<file path="src/rtl/cellrv32_bus_monitor.sv">
// Multi-channel bus monitor: per-channel response timeout, first-fault log and fault counter.
// Optional fault interrupt enabled by defining CELLRV32_BUSMON_IRQ_EN.
module cellrv32_bus_monitor #(
    parameter int          NUM_CH      = 2,
    parameter int          TMO_WIDTH   = 8,
    parameter int          TMO_DEFAULT = 15,
    parameter logic [31:0] BASE_ADDR   = 32'hFFFFFF78
) (
    input  logic                 clk_i,
    input  logic                 rstn_i,
    input  logic [32*NUM_CH-1:0] bus_addr_i,
    input  logic [NUM_CH-1:0]    bus_rden_i,
    input  logic [NUM_CH-1:0]    bus_wren_i,
    input  logic [NUM_CH-1:0]    bus_ack_i,
    input  logic [NUM_CH-1:0]    bus_err_i,
    input  logic [NUM_CH-1:0]    bus_tmo_i,
    input  logic [NUM_CH-1:0]    bus_ign_i,
    input  logic [31:0]          addr_i,
    input  logic                 rden_i,
    input  logic                 wren_i,
    input  logic [31:0]          data_i,
    output logic [31:0]          data_o,
    output logic                 ack_o,
    output logic [NUM_CH-1:0]    err_o,
    output logic                 irq_o
);

    localparam logic [TMO_WIDTH-1:0] TMO_MIN = TMO_WIDTH'(2);
    localparam logic [TMO_WIDTH-1:0] TMO_ONE = TMO_WIDTH'(1);
    localparam logic [TMO_WIDTH-1:0] TMO_RST = TMO_WIDTH'(TMO_DEFAULT);
    localparam logic [15:0]          CNT_MAX = 16'hFFFF;

    typedef enum logic {S_IDLE, S_PENDING} ch_state_t;

    ch_state_t            r_state [NUM_CH];
    logic [TMO_WIDTH-1:0] r_cnt   [NUM_CH];
    logic [31:0]          r_addr  [NUM_CH];
    logic [NUM_CH-1:0]    r_ign;
    logic [NUM_CH-1:0]    r_err;

    logic [TMO_WIDTH-1:0] r_tmo;
    logic                 r_flag;
    logic                 r_ftype;
    logic [2:0]           r_fch;
    logic [31:0]          r_faddr;
    logic [15:0]          r_count;
    logic                 r_ack;
    logic [31:0]          r_rdata;

    logic [NUM_CH-1:0]    w_dev_flt;
    logic [NUM_CH-1:0]    w_tmo_flt;
    logic [NUM_CH-1:0]    w_flt;
    logic                 w_hit, w_rd, w_wr, w_ctrl_clr, w_count_clr;
    logic [1:0]           w_word;
    logic [31:0]          w_rdata;
    logic                 w_flag_nxt, w_capture, w_cap_type;
    logic [2:0]           w_cap_ch;
    logic [31:0]          w_cap_addr;
    logic [3:0]           w_nflt;
    logic [16:0]          w_count_sum;
    logic [15:0]          w_count_nxt;
    logic [TMO_WIDTH-1:0] w_tmo_wdata;
    logic                 w_irq_en;
    logic                 w_unused;

    assign w_hit       = (addr_i[31:4] == BASE_ADDR[31:4]);
    assign w_word      = addr_i[3:2];
    assign w_rd        = w_hit & rden_i;
    assign w_wr        = w_hit & wren_i;
    assign w_ctrl_clr  = (w_rd | w_wr) && (w_word == 2'd0);
    assign w_count_clr = w_wr && (w_word == 2'd3);
    assign w_tmo_wdata = (data_i[TMO_WIDTH-1:0] < TMO_MIN) ? TMO_MIN : data_i[TMO_WIDTH-1:0];
    assign w_unused    = ^{addr_i[1:0], data_i};

    // Device error outranks timeout on the same channel; an expired counter only counts when not ignored.
    always_comb begin
        // NOTE: defaults first so every path assigns every bit and no latch is inferred.
        w_dev_flt = '0;
        w_tmo_flt = '0;
        for (int n = 0; n < NUM_CH; n++) begin
            if (r_state[n] == S_PENDING) begin
                w_dev_flt[n] = bus_err_i[n];
                w_tmo_flt[n] = !bus_err_i[n] &&
                               (((r_cnt[n] == '0) && !r_ign[n]) || bus_tmo_i[n]);
            end
        end
    end
    assign w_flt = w_dev_flt | w_tmo_flt;

    // Downward scan so the lowest-index faulting channel is the one captured.
    always_comb begin
        w_nflt     = '0;
        w_cap_ch   = '0;
        w_cap_type = 1'b0;
        w_cap_addr = '0;
        for (int n = NUM_CH - 1; n >= 0; n--) begin
            if (w_flt[n]) begin
                w_nflt     = w_nflt + 4'd1;
                w_cap_ch   = 3'(n);
                w_cap_type = w_tmo_flt[n];
                w_cap_addr = r_addr[n];
            end
        end
        w_count_sum = {1'b0, (w_count_clr ? 16'd0 : r_count)} + 17'(w_nflt);
        w_count_nxt = w_count_sum[16] ? CNT_MAX : w_count_sum[15:0];
    end

    assign w_capture  = (|w_flt) && (!r_flag || w_ctrl_clr);
    assign w_flag_nxt = (|w_flt) | (r_flag & ~w_ctrl_clr);

    always_comb begin
        w_rdata = '0;
        case (w_word)
            2'd0:    w_rdata = {r_flag, w_irq_en, 11'd0, r_fch, 15'd0, r_ftype};
            2'd1:    w_rdata = r_faddr;
            2'd2:    w_rdata = 32'(r_tmo);
            default: w_rdata = {16'd0, r_count};
        endcase
    end

    always_ff @(posedge clk_i or negedge rstn_i) begin
        if (!rstn_i) begin
            // NOTE: the per-channel arrays are reset too, so a reset mid-access drops straight to IDLE.
            for (int n = 0; n < NUM_CH; n++) begin
                r_state[n] <= S_IDLE;
                r_cnt[n]   <= '0;
                r_addr[n]  <= '0;
            end
            r_ign <= '0;
            r_err <= '0;
        end else begin
            // NOTE: non-blocking throughout, so every channel sees the same pre-edge state.
            r_err <= w_flt;
            for (int n = 0; n < NUM_CH; n++) begin
                case (r_state[n])
                    S_IDLE: begin
                        r_cnt[n] <= r_tmo - TMO_ONE;
                        r_ign[n] <= 1'b0;
                        if (bus_rden_i[n] | bus_wren_i[n]) begin
                            r_state[n] <= S_PENDING;
                            r_addr[n]  <= bus_addr_i[32*n +: 32];
                        end
                    end
                    default: begin
                        if (r_cnt[n] != '0) r_cnt[n] <= r_cnt[n] - TMO_ONE;
                        r_ign[n] <= r_ign[n] | bus_ign_i[n];
                        if (w_flt[n] || bus_ack_i[n]) r_state[n] <= S_IDLE;
                    end
                endcase
            end
        end
    end

    always_ff @(posedge clk_i or negedge rstn_i) begin
        if (!rstn_i) begin
            r_tmo   <= TMO_RST;
            r_flag  <= 1'b0;
            r_ftype <= 1'b0;
            r_fch   <= '0;
            r_faddr <= '0;
            r_count <= '0;
            r_ack   <= 1'b0;
            r_rdata <= '0;
        end else begin
            r_ack   <= w_rd | w_wr;
            r_rdata <= w_rd ? w_rdata : '0;
            r_flag  <= w_flag_nxt;
            r_count <= w_count_nxt;
            if (w_capture) begin
                r_fch   <= w_cap_ch;
                r_ftype <= w_cap_type;
                r_faddr <= w_cap_addr;
            end
            if (w_wr && (w_word == 2'd2)) r_tmo <= w_tmo_wdata;
        end
    end

`ifdef CELLRV32_BUSMON_IRQ_EN
    logic r_irq_en;
    logic r_irq;
    logic w_irq_en_nxt;

    assign w_irq_en_nxt = (w_wr && (w_word == 2'd0)) ? data_i[30] : r_irq_en;

    always_ff @(posedge clk_i or negedge rstn_i) begin
        if (!rstn_i) begin
            r_irq_en <= 1'b0;
            r_irq    <= 1'b0;
        end else begin
            r_irq_en <= w_irq_en_nxt;
            r_irq    <= w_flag_nxt & w_irq_en_nxt;
        end
    end

    assign w_irq_en = r_irq_en;
    assign irq_o    = r_irq;
`else
    assign w_irq_en = 1'b0;
    assign irq_o    = 1'b0;
`endif

    assign err_o  = r_err;
    assign ack_o  = r_ack;
    assign data_o = r_rdata;

endmodule

</file>
<file path="config.mk">
export PLATFORM = sky130hd
export DESIGN_NAME = cellrv32_bus_monitor
export DESIGN_NICKNAME = d
export VERILOG_FILES = /design/src/rtl/cellrv32_bus_monitor.sv
export SDC_FILE = /design/constraint.sdc
export NUM_CORES = 1
export LEC_CHECK = 0
export BUFFER_PORTS_ARGS = -buffer_cell sky130_fd_sc_hd__buf_2
export CAP_MARGIN = 20
export CORE_MARGIN = 3
export CORE_UTILIZATION = 35
export CTS_BUF_LIST = sky130_fd_sc_hd__clkbuf_16
export CTS_CLUSTER_DIAMETER = 80
export DETAILED_ROUTE_END_ITERATION = 12
export PLACE_DENSITY_LB_ADDON = 0.12
export SYNTH_ARGS = -nofsm -noshare
export SYNTH_HDL_FRONTEND = slang
export SYNTH_SLANG_ARGS = --single-unit
</file>
<file path="constraint.sdc">
create_clock -name clk_i -period 4 [get_ports clk_i]
set_input_delay 0.6 -clock clk_i [delete_from_list [all_inputs] [get_ports clk_i]]
set_output_delay 0.6 -clock clk_i [all_outputs]
set_load 0.02 [all_outputs]
</file>
==> results of run 1 <==
[report_power, final]
part	switching, mW	internal (mW)	total, mW	leakage (nW)
registers	0.302	2.24	2.54	2.28
logic	0.954	0.847	1.80	1.99
clock network	0.725	0.788	1.51	0.258
[kinds of logic after synthesis]
logic type,count (synthesis)
adder cells (fa/ha/maj),11
flip-flops,178
XOR/XNOR,27
other,1
buffers and inverters,69
AND/OR/NAND/NOR,204
multiplexers,101
AO/OA/AOI/OAI,122
[stage by stage]
step                      instances  hold slack, ns  power, mW  setup slack, ns
after floorplan                 713           0.304       3.83            0.285
after global placement         1143           0.460       4.29            0.312
after global routing           1179           0.115       6.22            0.253
final                          1179          0.0913       5.85            0.506
after CTS                      1175           0.380       5.86            0.198
after detailed placement       1143           0.466       4.34            0.219
[worst paths after layout]
kind | to | slack (ns) | cells past startpoint
max | r_count[12] | 0.51 | 13
min | r_ign[0] | 0.09 | 1
min in group clk_i | r_ign[0] | 0.39 | 2
min reg2reg | data_o[29] | 0.48 | 1
max reg2reg | r_count[12] | 0.51 | 13
max in group asynchronous | r_faddr[1] | 2.92 | 3
[flip-flops by register name, summed over array words and instances, names as in the netlist]
register and cells:
r_fch 1, r_ign 2, r_state 2, r_faddr 32, r_count 16, r_flag 1
r_cnt 16, data_o 32, r_addr 64, r_tmo 8, r_ftype 1, ack_o 1
err_o 2
[synth_stat cells (all sizes together), types with 2 or more instances]
master / count / area share
or3: 3 / 0.0023
nor3b: 4 / 0.0036
a22oi: 7 / 0.0064
buf: 23 / 0.017
nor4b: 3 / 0.0032
ha: 10 / 0.015
nor4: 10 / 0.0099
nor3: 14 / 0.0085
nor2b: 4 / 0.0030
dfrtp: 174 / 0.53
inv: 14 / 0.0064
and4: 2 / 0.0021
nand2b: 4 / 0.0030
or4: 2 / 0.0023
a211oi: 3 / 0.0027
nand2: 53 / 0.024
nand4b: 2 / 0.0029
nand4: 42 / 0.033
a31oi: 33 / 0.025
xnor2: 17 / 0.018
clkbuf: 31 / 0.014
and2: 17 / 0.013
xor2: 10 / 0.011
nor2: 33 / 0.015
dfstp: 4 / 0.013
a41oi: 2 / 0.0021
o21bai: 2 / 0.0018
nor4bb: 2 / 0.0024
a311oi: 33 / 0.035
o21ai: 9 / 0.0055
nand3: 7 / 0.0042
mux2i: 23 / 0.028
o22ai: 5 / 0.0038
a31o: 2 / 0.0021
mux2: 77 / 0.11
a21oi: 19 / 0.012
[routing by layer]
layer | up-vias | GRT usage | routed length, µm
met4 | 0 | 0.0458 | 246
li1 | 2917 | - | -
met1 | 3173 | 0.251 | 10700
met5 | - | 0 | 0
met2 | 154 | 0.285 | 10800
met3 | 15 | 0.0278 | 847
[worst max-delay path: cells and delay by family, from the launching register on]
family          cells  cell delay [ns]
mux                 1             0.23
flops               1             0.40
compound gates      1             0.35
fa+ha+maj           3             0.76
buf+inv             5             0.70
simple gates        3             0.93
[final cells by class]
type                       instances  area, µm²  area share
sequential                       178       4460       0.448
clock inverter                    15       91.3     0.00919
multi-input combinational        466       3510       0.353
timing repair buffer             175       1000       0.101
clock buffer                      17        425      0.0428
inverter                          15       61.3     0.00617
tap                              313        392      0.0394
[repair_timing]
action | in CTS | in global routing
setup buffers | 0 | 1
endpoints found under the setup margin | 0 | 4
hold buffers | 0 | 0
==> metrics list, run 1 <==
- Status: completed
* Period Utilization, post-route: 0.873
- The clock passes through at most 2 buffers.
* Number of nets at the end of the flow: 1008
* Net count of the mapped netlist: 868
* Highest-count cells in the layout ignoring fill and taps: dfrtp_1, buf_2, mux2_2
- Highest clock frequency the design can meet: 286 MHz
- Of the cells placed in the final design, the portion with a size suffix greater than 1 is 0.344.
- Synth cell types: 58
- The via count of the first global-routing pass is 6557.
- Main flop type after synthesis: dfrtp_1
- The tree built by TritonCTS fans out to 178 sinks.
- Insertion delay of the later-clocked pin in the worst-skew pair: 0.43 ns
- STA classifies the critical path endpoint as a flip-flop.
- In this run, post-CTS repair resized a total of 0 instances.
- Yosys mapped a number of flops with a built-in enable equal to 0.
* Syn Inst Count: 713
* Async set or reset register ratio after synthesis: 1.00
- Final number of hold-violating endpoints: 0
- Of the synthesized area, sequential elements account for 0.541.
- Num CTS Buffers: 17
- Data arrival time of the critical path: 3.80 ns
* Static Leak: 4.53 nW
- The synthesized design contains 178 register bits.
- Type of the tightest min-delay check: input port to async pin
* Average wire length per cell after detail routing: 19.2 µm
* Detail-routed via count per cell: 5.31
- Share of synthesized cell area in and, or, nand and nor gates: 0.134
- Of the total synthesized cell area, the portion taken by full adders, half adders and majority gates is 0.0176.
- Die Outline Area: 25400 µm²
* Initial core utilization: 0.360
- Remaining Overflow, GRT: 0
- The worst setup path is launched from a flip-flop.
- On the worst path, the slowest cell contributes a delay of 0.48 ns.
- Before antenna repair, the detailed router went through 5 iterations.
- For this run, design rule violations remaining after detail routing come to 0.
* Die outline height: 159 µm
* Largest net degree at the start of global routing: 113
- VDD sags by at most 0.309 mV.
- Clk pin slew, worst setup/hold paths: 0.06 ns
- Period minus WS final: 3.49 ns
- After synthesis, the share of cell area in mux cells is 0.136.
- Data required time at the worst endpoint: 4.30 ns
- After routing the design area is 9940 µm².
* Global placer's final weighted congestion: 0.797
- Post-Route Skew: 0.0111 ns
* CTS root buffer: clkbuf_16
* Synth Area in Compound Gates: 0.103
- The critical path is of the flip-flop to flip-flop type.
- The cell area that synthesis handed to floorplanning was 8240 µm².
- The worst register-to-register path begins at r_cnt[8].
* Post-route core utilization: 0.434
- The number of antenna diodes in the final layout is 0.
- CTS tree: done
- Setup repair after global routing left no endpoint under its margin.
* Most common cell after layout, fill and taps aside: dfrtp_1
- Buffers placed on the I/O ports in this run total 152.
- CP Cell Sequence: inv_1, ha_1, or3b_2, o31a_1, buf_4, clkinv_4, ha_1, inv_1, fa_1, buf_4, nor4_1, mux2i_1, nor2_1
- Area of placed instances: 9340 µm²
- # H-tree levels: 4
- Critical-path maximum fanout: 34
* Post-Route WL: 22600 µm
* Antenna Nets Post-Route: 0
* Antenna violations before repair: 0
- Setup-failing EPs final: 0
- Adding up every negative setup slack in the final design gives 0 ns.
- Placed wire-length estimate after detailed placement: 15800 µm
- Synthesis-to-finish area growth: 20.6%
* Global router's overall resource usage: 0.177
* Wire length of the first global-routing pass: 36100 µm
- Fillers: 2161
* Area of the placeable core: 22900 µm²
- Total power divided by cell area: 589 nW/µm²
* Std cell rows: 55
- Tightest slew margin relative to the limit: 0.549
- From left edge to right edge, the die measures 159 µm.
- Cell with the biggest individual delay on the critical path: or3b_2
- The final-report max-slew violation count came to 0.
- The routed layout has 6259 vias.
- Of the total synthesized cell area, the portion taken by XOR and XNOR cells is 0.0287.
- Main combinational cell family by area after synthesis: multiplexers
- Synth warn: 0
- Start point of the critical path: r_cnt[8]
* Count of max-cap constraint violations: 0
* Mean area per synthesized cell: 11.6 µm²
* Slew @ Worst Pin: 0.659 ns
- For this block, the initial DRC count from the detailed router was 304.
- 180 I/O pins were placed.
No activity file was read; power rests on OpenSTA's default activity.
==> run 2, diff against run 1 <==
Settings changed: CORE_ASPECT_RATIO from default to 1.25.
==> metrics list, run 2 (synthesis gave the netlist of run 1 again) <==
- CTS built an H-tree with a depth of 4.
- The via count of the first global-routing pass is 6551.
- The run finished with clean final reports.
* Tightest slew margin relative to the limit: 0.445
- Global router's overall resource usage: 0.182
- Buffer count from post-CTS setup fixing: 0
- Layout Cells excl Fill: 1153
* Average wire length per cell after detail routing: 19.7 µm
- Setup violations remaining at the end of the flow were counted as 0.
* Antenna Nets Post-Route: 0
- Largest register FFs: 64
- For the worst-skew pair, the clock arrives at the later sink with an insertion delay of 0.43 ns.
- 0 antenna diodes ended up in the layout.
- The worst hold path belongs to the class input port to async pin.
* Num CTS Buffers: 17
- Remaining Overflow, GRT: 0
- Peak supply drop: 0.378 mV
* Top Ports: 180
* # DRC: 0
- The first detailed-routing pass ran for 5 iterations.
* CTS tree: done
- Global placer's final weighted congestion: 0.801
- Number of hold-repair buffers added at the cts stage: 0
- The wire-length estimate of the detail-placed layout is 15900 µm.
- Category of the most critical setup path: flip-flop to flip-flop
- The first routing iteration left 380 violations.
- Port buffer count: 152
- The final layout contains routed wiring with a total length of 22800 µm.
* Number of buffers on the longest clock path: 2
- The startpoint identified for the worst register-to-register timing path is r_cnt[8].
* Synthesis-to-finish area growth: 20.3%
- Largest net degree at the start of global routing: 89
- Leaving out fill and tap cells, the most frequent cell in the layout is dfrtp_1.
* Number of max-slew violations in the final report: 0
- Antenna violations before repair: 0
- Counting tap cells, the placed design contains a total of 1119 instances.
- The final layout contains 1007 nets.
- Start point of the critical path: r_cnt[8]
- Total Negative Setup Slacks: 0 ns
- The first global-routing pass estimated 36100 µm of wire.
* Width of the chip: 143 µm
* Period Utilization, post-route: 0.887
- Slew @ Worst Pin: 0.833 ns
* Final number of hold-violating endpoints: 0
- CTS root buffer: clkbuf_16
- Area of the placeable core: 23000 µm²
- Fillers: 2211
- Setup repair after global routing missed its margin: false
- STA puts the critical path data required time at 4.35 ns.
- Fraction of layout instances using a drive strength above 1: 0.349
* Clk pin slew, worst setup/hold paths: 0.07 ns
* Data arrival time of the critical path: 3.89 ns
- Max-cap violations in this run came to 0.
* Total number of vias: 6268
- Static Leak: 4.53 nW
* Highest clock frequency the design can meet: 282 MHz
- The worst setup path is launched from a flip-flop.
- For this design the ratio of total power to cell area is 601 nW/µm².
* Post-Route Skew: 0.00915 ns
* Number of sinks on the clock net: 178
- Using the TritonRoute via totals, the vias-per-cell ratio works out to 5.44.
* Die Outline Area: 25400 µm²
- After layout, the minimum clock period comes to 3.55 ns.
- Reg area: 4460 µm²
- Gates resized during post-CTS repair numbered 0.
- Initial core utilization: 0.358
- Std cell rows: 62
- The die is 178 µm tall.
- r_addr holds more flip-flops than any other register.
* Highest-count cells in the layout ignoring fill and taps: dfrtp_1, buf_2, mux2_2
* Critical-path maximum fanout: 34
* Critical path endpoint category: flip-flop
- In the final layout, the multi-input gates occupy 3510 µm².
==> run 2: cell types whose count changed in the layout (fill, tap and decap cells not counted), sizes merged <==
cell	previous run	this run
inv	18	23
clkinv	11	5
clkinvlp	1	2
buf	175	174
==> run 2: per-layer routing <==
layer,vias up,share of wire,GRT usage
met5,-,0,0
met4,0,0.012,0.0471
met3,25,0.047,0.0358
met2,166,0.51,0.313
met1,3172,0.43,0.236
li1,2905,-,-
==> run 2: per-stage QoR <==
| step | hold WS, ns | power (mW) | setup slack (ns) | cell area [µm²] | utilization |
|---|---|---|---|---|---|
| after floorplan | 0.304 | 3.83 | 0.285 | 8240 | - |
| after detailed placement | 0.469 | 4.36 | 0.441 | 9310 | 0.404 |
| after global routing | 0.320 | 6.31 | 0.195 | 9920 | 0.430 |
| after CTS | 0.271 | 6.00 | 0.413 | 9880 | 0.429 |
| after global placement | 0.459 | 4.29 | 0.523 | 9310 | 0.404 |
| final | 0.256 | 5.96 | 0.453 | 9920 | 0.430 |
==> run 2: final timing paths <==
path	end	slack (ns)	depth (start not counted)
setup reg to reg	r_count[11]	0.45	14
max in group asynchronous	r_tmo[3]	2.79	2
min in group clk_i	r_ign[0]	0.39	2
hold reg to reg	data_o[29]	0.48	1
setup / recovery	r_count[11]	0.45	14
hold / removal	ack_o	0.26	1
==> run 2: worst max-delay path: stages (launching register included) <==
cell      delay, ns
dfrtp_1        0.41
inv_1          0.09
ha_1           0.16
or3b_2         0.49
o31a_1         0.36
buf_4          0.29
clkinv_4       0.08
ha_1           0.16
inv_1          0.06
fa_1           0.44
nor4_1         0.29
buf_4          0.17
nand4_1        0.09
buf_4          0.20
a21oi_1        0.16
==> run 2: area by class of cell <==
cell class                      instances  share of cell area
Timing Repair Buffer                  174              0.0965
Inverter                               15             0.00618
Tap cell                              288              0.0363
Clock buffer                           17              0.0429
Sequential cell                       178               0.450
Multi-Input combinational cell        466               0.354
Clock inverter                         15              0.0144
==> run 2: where the power goes <==
group | internal (mW) | switching [mW]
Sequential | 2.24 | 0.319
Combinational | 0.839 | 0.951
Clock | 0.828 | 0.783
Total | 3.90 | 2.05
==> run 3, diff against run 2 <==
Settings changed: PLACE_DENSITY_LB_ADDON 0.12 to default.
==> metrics list, run 3 (synthesis gave the netlist of run 1 again) <==
- Final number of hold-violating endpoints: 0
* Top register by number of flip-flops: r_addr
- The H-tree was split into 4 levels.
- The register with the most flip-flops in the layout has 64 of them.
- Highest-count cells in the layout ignoring fill and taps: dfrtp_1, buf_2, mux2_2
* Area of the placeable core: 23000 µm²
- Type of the tightest min-delay check: input port to async pin
- In this run, post-CTS repair resized a total of 0 instances.
- Of the available clock period, the critical path in the final layout requires 0.864.
* Num CTS Buffers: 17
* Layout Cells excl Fill: 1151
- Die outline height: 178 µm
- Across every metal layer, demand over resource in global routing totals 0.173.
- After detailed routing, the number of vias per cell comes to 5.33.
- Post-Route Skew: 0.0107 ns
* Critical path endpoint category: flip-flop
* Buffer count from post-CTS setup fixing: 0
* Count of routing violations after the opening detailed-route iteration: 361
- Remaining Overflow, GRT: 0
- Across the run, the number of max-cap violations was 0.
- Global placer's final weighted congestion: 0.884
- By startpoint and endpoint, the worst setup path is classified as flip-flop to flip-flop.
- The initial utilization of the core area, before any placement, comes to 0.358.
- In the final layout, the share of cells above drive strength 1 is 0.343.
- Kind of start point of the critical path: flip-flop
* # DRC: 0
- For the worst setup path, the data arrival time is 3.79 ns.
- Vias in the first global route: 6271
- Summed over all layers, the routed wires come to 21400 µm.
* Period minus WS final: 3.46 ns
- VDD sags by at most 0.343 mV.
- Largest net degree at the start of global routing: 75
- Most common cell after layout, fill and taps aside: dfrtp_1
- The design draws 5.77 mW.
* Total number of vias: 6130
* Wire length of the first global-routing pass: 34300 µm
* Insertion delay of the later-clocked pin in the worst-skew pair: 0.42 ns
* Average wire length per cell after detail routing: 18.6 µm
* Clk pin slew, worst setup/hold paths: 0.07 ns
- Number of hold-repair buffers added at the cts stage: 0
* Ant diodes: 0
* Number of sinks on the clock net: 178
- Placed wire-length estimate after detailed placement: 15100 µm
- Clock tree synthesis selected as its root buffer the cell clkbuf_16.
- The worst pin sits at a relative slew slack of 0.318.
- The initialized floorplan defines 62 standard-cell rows.
- Once detail routing completed, the nets flagged for antenna violations numbered 0.
- Setup violations remaining at the end of the flow were counted as 0.
- Static Leak: 4.50 nW
* Synthesis-to-finish area growth: 19.4%
- In this run the power density over the cells is 586 nW/µm².
- Number of iterations in the first detailed-routing pass: 4
- For the pin with the worst max-slew slack, the measured transition is 1.02 ns.
* Die Outline Area: 25400 µm²
* Number of max-slew violations in the final report: 0
- Total Negative Setup Slacks: 0 ns
- Width of the chip: 143 µm
* Setup repair after global routing missed its margin: false
- Critical-path maximum fanout: 34
- In this run the count of I/O pins placed on the die edge is 180.
- Number of buffers on the longest clock path: 2
* Antenna violations before repair: 0
- At the worst endpoint, the required time is 4.33 ns.
* DP Cell Count: 1118
* Status: completed
- Highest clock frequency the design can meet: 289 MHz
- During placement, the flow inserted port buffers numbering 152.
* Number of nets at the end of the flow: 1005
- Across all hold checks on the routed design, the worst slack comes to 0.216 ns.
- CTS tree: done
run 3: report_power, final:
part	internal (mW)	switching, mW
Clock	0.789	0.706
Sequential	2.24	0.293
Combinational	0.804	0.940
Total	3.83	1.94
run 3: layout make-up:
class / count / area, µm²
flip-flops and latches: 178 / 4460
repair buffers: 172 / 930
clock buffers: 17 / 425
multi-input cells: 466 / 3510
inverters: 15 / 61.3
fillers: 2157 / 13200
clock inverters: 15 / 96.3
well taps: 288 / 360
run 3: worst paths after layout:
check	depth (start not counted)	slack, ns	start	end
min in group clk_i	2	0.37	bus_ign_i[0]	r_ign[0]
min	1	0.22	rstn_i	data_o[9]
min reg2reg	1	0.48	r_faddr[18]	data_o[18]
max reg2reg	13	0.54	r_cnt[8]	r_count[14]
max	13	0.54	r_cnt[8]	r_count[14]
max in group asynchronous	2	2.99	rstn_i	data_o[5]
run 3: through the flow:
step / util / setup WS (ns) / cell area (µm²)
final: 0.427 / 0.545 / 9840
after global routing: 0.427 / 0.299 / 9840
after CTS: 0.427 / 0.190 / 9830
after detailed placement: 0.404 / 0.228 / 9310
after global placement: 0.404 / 0.313 / 9310
after floorplan: - / 0.285 / 8240
run 3: per-layer routing:
layer	track usage	routed length, µm	share of wire
met5	0	0	0
met4	0.0534	418	0.019
met2	0.275	10200	0.48
met3	0.0318	1370	0.064
met1	0.239	9430	0.44
run 3: critical path: stages, from the launching register on:
cell      delay [ns]
dfrtp_1         0.42
inv_1           0.09
ha_1            0.15
or3b_2          0.49
o31a_1          0.34
buf_4           0.27
clkinv_4        0.08
ha_1            0.18
inv_1           0.07
fa_1            0.43
nor4_1          0.37
buf_4           0.18
a21oi_1         0.06
a211oi_1        0.21
